[config.mk]
export PLATFORM = sky130hd
export DESIGN_NAME = mtm_alu_serializer
export DESIGN_NICKNAME = d
export VERILOG_FILES = /design/src/rtl/mtm_alu_pkg.sv /design/src/rtl/mtm_alu_crc3.sv /design/src/rtl/mtm_alu_serializer.sv
export SDC_FILE = /design/constraint.sdc
export NUM_CORES = 1
export LEC_CHECK = 0
export BUFFER_PORTS_ARGS = -buffer_cell sky130_fd_sc_hd__buf_2
export CAP_MARGIN = 20
export CORE_MARGIN = 1
export CORE_UTILIZATION = 55
export CTS_CLUSTER_SIZE = 25
export DETAILED_ROUTE_END_ITERATION = 16
export GPL_TIMING_DRIVEN = 0
export PLACE_DENSITY = 0.78
export SYNTH_ARGS = -nofsm -noshare
export SYNTH_HDL_FRONTEND = slang
export SYNTH_SLANG_ARGS = --single-unit
export TNS_END_PERCENT = 100
[constraint.sdc]
create_clock -name clk -period 6.8 [get_ports clk]
set_clock_uncertainty 0.1 [all_clocks]
set_input_delay 0.68 -clock clk [delete_from_list [all_inputs] [get_ports clk]]
set_output_delay 0.68 -clock clk [all_outputs]
set_load 0.05 [all_outputs]
[src/rtl/mtm_alu_pkg.sv]
// ============================================================================
// mtm_alu_pkg : shared types and constants for the ALU serial link
// Rev 1.0
// ============================================================================
`default_nettype none

package mtm_alu_pkg;

   typedef enum logic [2:0] {
      S_IDLE    = 3'd0,
      S_START   = 3'd1,
      S_TYPE    = 3'd2,
      S_PAYLOAD = 3'd3,
      S_STOP    = 3'd4,
      S_GAP     = 3'd5,
      S_DONE    = 3'd6
   } state_t;

   localparam logic       TYPE_DATA  = 1'b0;
   localparam logic       TYPE_CTL   = 1'b1;
   localparam logic [2:0] CRC3_POLY  = 3'b011;   // x^3 + x + 1, x^3 term implied
   localparam int         FRAME_LEN  = 11;
   localparam logic       ERR_MARKER = 1'b1;
   localparam logic       RES_MARKER = 1'b0;

endpackage

`default_nettype wire

[src/rtl/mtm_alu_crc3.sv]
// ============================================================================
// mtm_alu_crc3 : combinational CRC3 (x^3+x+1, init 0) over 37 bits, MSB first
// Rev 1.0
// ============================================================================
`default_nettype none

module mtm_alu_crc3
   import mtm_alu_pkg::*;
(
   input  logic [36:0] data,
   output logic [2:0]  crc
);

   logic [2:0] w_crc;

   always_comb begin
      w_crc = 3'b000;
      for (int i = 36; i >= 0; i--) begin
         if (w_crc[2] ^ data[i])
            w_crc = {w_crc[1:0], 1'b0} ^ CRC3_POLY;
         else
            w_crc = {w_crc[1:0], 1'b0};
      end
   end

   assign crc = w_crc;

endmodule

`default_nettype wire

[src/rtl/mtm_alu_serializer.sv]
// ============================================================================
// mtm_alu_serializer : frames an ALU result or error report onto sout
// Rev 1.0
// ============================================================================
`default_nettype none

module mtm_alu_serializer
   import mtm_alu_pkg::*;
#(
   parameter int DATA_BYTES = 4,
   parameter int IDLE_GAP   = 0
) (
   input  logic        clk,
   input  logic        rst,
   input  logic        valid,
   input  logic        is_err,
   input  logic [31:0] C,
   input  logic [3:0]  FLAGS,
   input  logic [5:0]  ERR,
   output logic        busy,
   output logic        done,
   output logic        sout
);

   localparam int FRAME_W = $clog2(DATA_BYTES + 1);
   localparam int GAP_W   = (IDLE_GAP > 1) ? $clog2(IDLE_GAP + 1) : 1;
   localparam logic [FRAME_W-1:0] c_last_frame = FRAME_W'(DATA_BYTES);

   state_t             r_state, w_state_n;
   logic [2:0]         r_bit, w_bit_n;
   logic [FRAME_W-1:0] r_frame, w_frame_n;
   logic [GAP_W-1:0]   r_gap, w_gap_n;
   logic [31:0]        r_c;
   logic [7:0]         r_ctl;
   logic               r_sout, w_sout_n;
   logic               w_accept;
   logic [2:0]         w_crc;
   logic [7:0]         w_byte;

   mtm_alu_crc3 u_crc3 (
      .data ({C, 1'b0, FLAGS}),
      .crc  (w_crc)
   );

   // The DONE cycle also accepts, so back-to-back packets need no idle cycle.
   assign w_accept = valid && ((r_state == S_IDLE) || (r_state == S_DONE));

   always_comb begin
      w_state_n = r_state;
      w_bit_n   = r_bit;
      w_frame_n = r_frame;
      w_gap_n   = r_gap;
      w_sout_n  = 1'b1;
      case (r_state)
         S_IDLE, S_DONE: begin
            w_state_n = S_IDLE;
            if (w_accept) begin
               w_state_n = S_START;
               w_frame_n = is_err ? c_last_frame : '0;
            end
         end
         S_START: w_state_n = S_TYPE;
         S_TYPE: begin
            w_state_n = S_PAYLOAD;
            w_bit_n   = 3'd7;
         end
         S_PAYLOAD: begin
            if (r_bit == 3'd0)
               w_state_n = S_STOP;
            else
               w_bit_n = r_bit - 3'd1;
         end
         S_STOP: begin
            if (r_frame == c_last_frame) begin
               w_state_n = S_DONE;
            end else begin
               w_frame_n = r_frame + 1'b1;
               if (IDLE_GAP > 0) begin
                  w_state_n = S_GAP;
                  w_gap_n   = GAP_W'(IDLE_GAP - 1);
               end else begin
                  w_state_n = S_START;
               end
            end
         end
         S_GAP: begin
            if (r_gap == '0)
               w_state_n = S_START;
            else
               w_gap_n = r_gap - 1'b1;
         end
         default: w_state_n = S_IDLE;
      endcase

      // sout is registered, so the bit is chosen from the upcoming state.
      w_byte = (w_frame_n == c_last_frame) ? r_ctl : r_c[31:24];
      case (w_state_n)
         S_START:   w_sout_n = 1'b0;
         S_TYPE:    w_sout_n = (w_frame_n == c_last_frame) ? TYPE_CTL : TYPE_DATA;
         S_PAYLOAD: w_sout_n = w_byte[w_bit_n];
         default:   w_sout_n = 1'b1;
      endcase
   end

   always_ff @(posedge clk or posedge rst) begin
      if (rst) begin
         r_state <= S_IDLE;
         r_bit   <= '0;
         r_frame <= '0;
         r_gap   <= '0;
         r_sout  <= 1'b1;
      end else begin
         r_state <= w_state_n;
         r_bit   <= w_bit_n;
         r_frame <= w_frame_n;
         r_gap   <= w_gap_n;
         r_sout  <= w_sout_n;
      end
   end

   // Data bytes leave MSB first; shifting after each payload keeps the next byte on top.
   always_ff @(posedge clk or posedge rst) begin
      if (rst) begin
         r_c   <= '0;
         r_ctl <= '0;
      end else if (w_accept) begin
         r_c   <= C;
         r_ctl <= is_err ? {ERR_MARKER, ERR, ~^ERR} : {RES_MARKER, FLAGS, w_crc};
      end else if ((r_state == S_PAYLOAD) && (r_bit == 3'd0)) begin
         r_c <= {r_c[23:0], 8'h00};
      end
   end

   assign busy = (r_state != S_IDLE) && (r_state != S_DONE);
   assign done = (r_state == S_DONE);
   assign sout = r_sout;

endmodule

`default_nettype wire

==> results.json <==
{
  "status": "complete, no violations",
  "timing.fmax_mhz": 384.4,
  "required_ps": 6020,
  "post_synthesis_cell_area_sq_um": 3058,
  "instances_no_fill": 469,
  "synth_area_in_xor_xnor_pct": 14.93,
  "root_buffer": "clkbuf_8",
  "number_of_maximum_capacitance_violations": 0,
  "design.die.area_sq_um": 5862,
  "start_kind": "register",
  "clk_latency_ps": 300,
  "clockBufferDepth": 2,
  "pwr-share-clk_pct": 10.9,
  "postLayoutSetupSlackWorst_ps": 4199,
  "clock_sink_count": 50,
  "area_of_the_multi_input_gates_sq_um": 1697,
  "cts_tree": "yes",
  "timing.critical_path.mode_cell": "clkbuf_1",
  "cellPowerDensity_nw_per_um2": 437.0,
  "final.fill_count": 459,
  "ir_drop_v": 0.0002340,
  "area_growth_syn_to_layout_pct": 13.83,
  "synth_compound_area_share_pct": 13.79,
  "start_util_pct": 58.39,
  "post_synth.cell_area_avg_sq_um": 8.915,
  "pwr-share-seq_pct": 34.8,
  "yosys.area_share.simple_pct": 17.51,
  "worst_setup_path_end_kind": "output port",
  "post_cts_resize_count": 0,
  "total_core_area_sq_um": 5238,
  "total_switching_power_uw": 659.5,
  "grt_max_degree": 34,
  "dp_hpwl_mm": 5.528,
  "finalSetupTns_ps": 0,
  "synth_async_sr_flop_share_pct": 100.0,
  "timing.final.crit_share_pct": 38.25,
  "power.internal_uw": 861.7,
  "fin_crit_ps": 2601,
  "hold_viol": 0,
  "drt-vias-per-instance": 5.546,
  "place_worst_setup_slack_ps": 4258,
  "global_router_s_overall_resource_usage_pct": 26.09,
  "global_route_wire_length_before_repair_mm": 11.94,
  "synth_fa_ha_area_share_pct": 2.046,
  "regToRegSetupSlack_ps": 4270,
  "synth_top_family_by_area": "simple AND/OR/NAND/NOR gates",
  "worst-r2r-cell-count": 8,
  "drt-initial-drc-count": 111,
  "critical_path_buf_inv_count": 4,
  "timing.setup.critical_path_class": "reg2out",
  "clk_transition_reported_paths_ps": 90,
  "critPathLaunch": "r_state[0]$_DFF_PP0_",
  "cts-hold-fix-buffers": 0,
  "final_max_slew_viol_count": 0,
  "floorplan.die.width_um": 76.57,
  "timing.critical_path.max_delay_family": "buffers and inverters",
  "slew_headroom_pct": 57.09,
  "cp-endpoint": "busy",
  "post_cts.repair.setup_buffers": 0,
  "detail_route.wl_per_cell_um": 15.11,
  "cts_htree_levels": 2,
  "synth-edff-count": 0,
  "switching_fraction_pct": 43.36,
  "grt_pass1_vias": 2517,
  "port_buffers": 47,
  "cts_inserted_buffers": 5,
  "worst_min_delay_path_class": "in2async",
  "yosys_warnings": 0,
  "synth_seq_cells": 50,
  "critPathSlowestCell": "clkbuf_1",
  "yosys.cell_types.count": 41,
  "drtPass1Iterations": 4,
  "place.gp.congestion": 0.8546,
  "drive_above_1_share_pct": 15.54,
  "arrival_time_worst_endpoint_ps": 1820,
  "finalSetupViolations": 0,
  "critical_path_cell_count": 5,
  "grt_antenna_before_repair": 0,
  "antenna-diode-count": 0,
  "route.vias.total": 2601,
  "critical_path.reg2reg.startpoint": "r_state[1]$_DFF_PP0_",
  "static-leakage-power_uw": 0.001622,
  "detail_route.drc_violations": 0,
  "placed_cells": 461,
  "p_comb_share_pct": 54.3,
  "rsz0062_at_grt": "no",
  "syn-instance-count": 343,
  "seq_area_frac_synth_pct": 40.96,
  "fin_nets": 449,
  "crit_path_cell_trace": "clkbuf_1 > clkbuf_1 > nor3_1 > inv_1 > buf_2",
  "height_of_the_die_um": 76.57,
  "worst-path-max-fanout": 10,
  "worst_r2r_endpoint": "sout$_DFF_PP1_",
  "postSynthNetCount": 394,
  "worstMarginPinSlew_ps": 641.0,
  "antenna_left": 0,
  "max_stage_delay_ps": 390,
  "globalRouteOverflowTotal": 0,
  "seq_area_sq_um": 1252,
  "detail_route.wirelength_mm": 7.088,
  "synth_mux_area_share_pct": 7.201,
  "i_o_pin_count": 49,
  "rows": 26,
  "post_synth_top_flop": "dfrtp_1",
  "layout.core_utilization_pct": 66.46
}
[power by group through the flow]
stage | clock, uW | combinational, uW | sequential, uW
6_report | 166 | 826 | 530
5_1_grt | 179 | 932 | 547
4_1_cts | 167 | 827 | 529
3_5_place_dp | 0 | 823 | 534
3_3_place_gp | 0 | 802 | 528
2_1_floorplan | 0 | 644 | 520
[worst register-to-register path, stage by stage (launching register included)]
cell and delay [ps]:
dfrtp_1 430, nor2b_1 140, buf_2 190, nor4b_4 620
a221o_2 320, nand3_2 160, mux2i_1 170, a41oi_1 230
o211ai_2 110
[Yosys cell counts, types with 2 or more instances]
master	n	area share [%]
mux2i_1	22	7.2
buf_2	3	0.49
xnor2_1	38	11
nand2b_1	2	0.41
xnor3_1	2	1.5
dfrtp_1	49	40
nor3_1	2	0.33
a31oi_1	15	3.1
nand3_1	4	0.65
clkbuf_1	14	1.7
a22oi_1	12	2.9
inv_1	10	1.2
xor2_1	9	2.6
o211ai_1	2	0.49
ha_1	5	2.0
a21oi_1	7	1.1
o21ai_0	16	2.6
nor2_1	24	2.9
nand2_1	82	10
nor2b_1	4	0.82
[layout make-up]
type / count / share of cell area, %
Sequential cell: 50 / 35.98
Buffer: 18 / 2.049
Clock buffer: 8 / 2.301
Tap cell: 70 / 2.516
Inverter: 10 / 1.078
Timing Repair Buffer: 48 / 7.333
Multi-Input combinational cell: 265 / 48.74
[sequential cells by signal, indices dropped and copies added, names as in the netlist]
name     flops
r_c         32
r_ctl        8
r_bit        3
r_frame      3
r_state      3
sout         1
[per-stage QoR]
stage               area (sq um)  total power, uW  hold WS, ps
global route                3481             1658        288.6
global placement            3381             1330        357.7
detailed placement          3401             1358        361.7
floorplan                   3058             1165        345.2
finish                      3481             1521        261.6
CTS                         3481             1523        274.6
[metal layers]
metal / share of wire [%] / up-vias / track usage, %
met5: 0 / - / 0
met4: 2.3 / 0 / 7.885
met3: 4.9 / 14 / 3.713
met2: 51 / 67 / 46.04
met1: 42 / 1246 / 33.02
li1: - / 1274 / -
[cell usage in the layout, fill, tap and decap left out, types with 4 or more instances in the layout]
cell,netlist,layout
a21oi_1,7,7
a22oi_1,12,12
a31oi_1,15,15
buf_2,3,50
clkbuf_1,14,17
clkbuf_8,0,5
dfrtp_1,49,49
ha_1,5,5
inv_1,10,9
mux2i_1,22,22
nand2_1,82,82
nand3_1,4,4
nor2_1,24,24
nor2b_1,4,4
o21ai_0,16,16
xnor2_1,38,38
xor2_1,9,9
[worst min-delay path by stage]
| stage | from | to | slack, ps | cells past startpoint |
|---|---|---|---|---|
| after CTS | rst | r_c[1]$_DFFE_PP0P_ | 270 | 2 |
| after global routing | rst | r_c[1]$_DFFE_PP0P_ | 290 | 2 |
| final | rst | r_c[5]$_DFFE_PP0P_ | 260 | 2 |
| after detailed placement | r_c[28]$_DFFE_PP0P_ | r_c[28]$_DFFE_PP0P_ | 360 | 2 |
| after floorplan | r_c[24]$_DFFE_PP0P_ | r_c[24]$_DFFE_PP0P_ | 350 | 2 |
| after global placement | r_c[27]$_DFFE_PP0P_ | r_c[27]$_DFFE_PP0P_ | 360 | 2 |
[kinds of logic (layout without fill, tap and decap cells)]
family	count (synthesis)	in the layout
flops	50	50
mux	22	22
xor+xnor	49	49
buf+inv	28	84
compound gates	64	64
fa+ha+maj	5	5
simple gates	125	125
No activity file was read; power rests on OpenSTA's default activity.
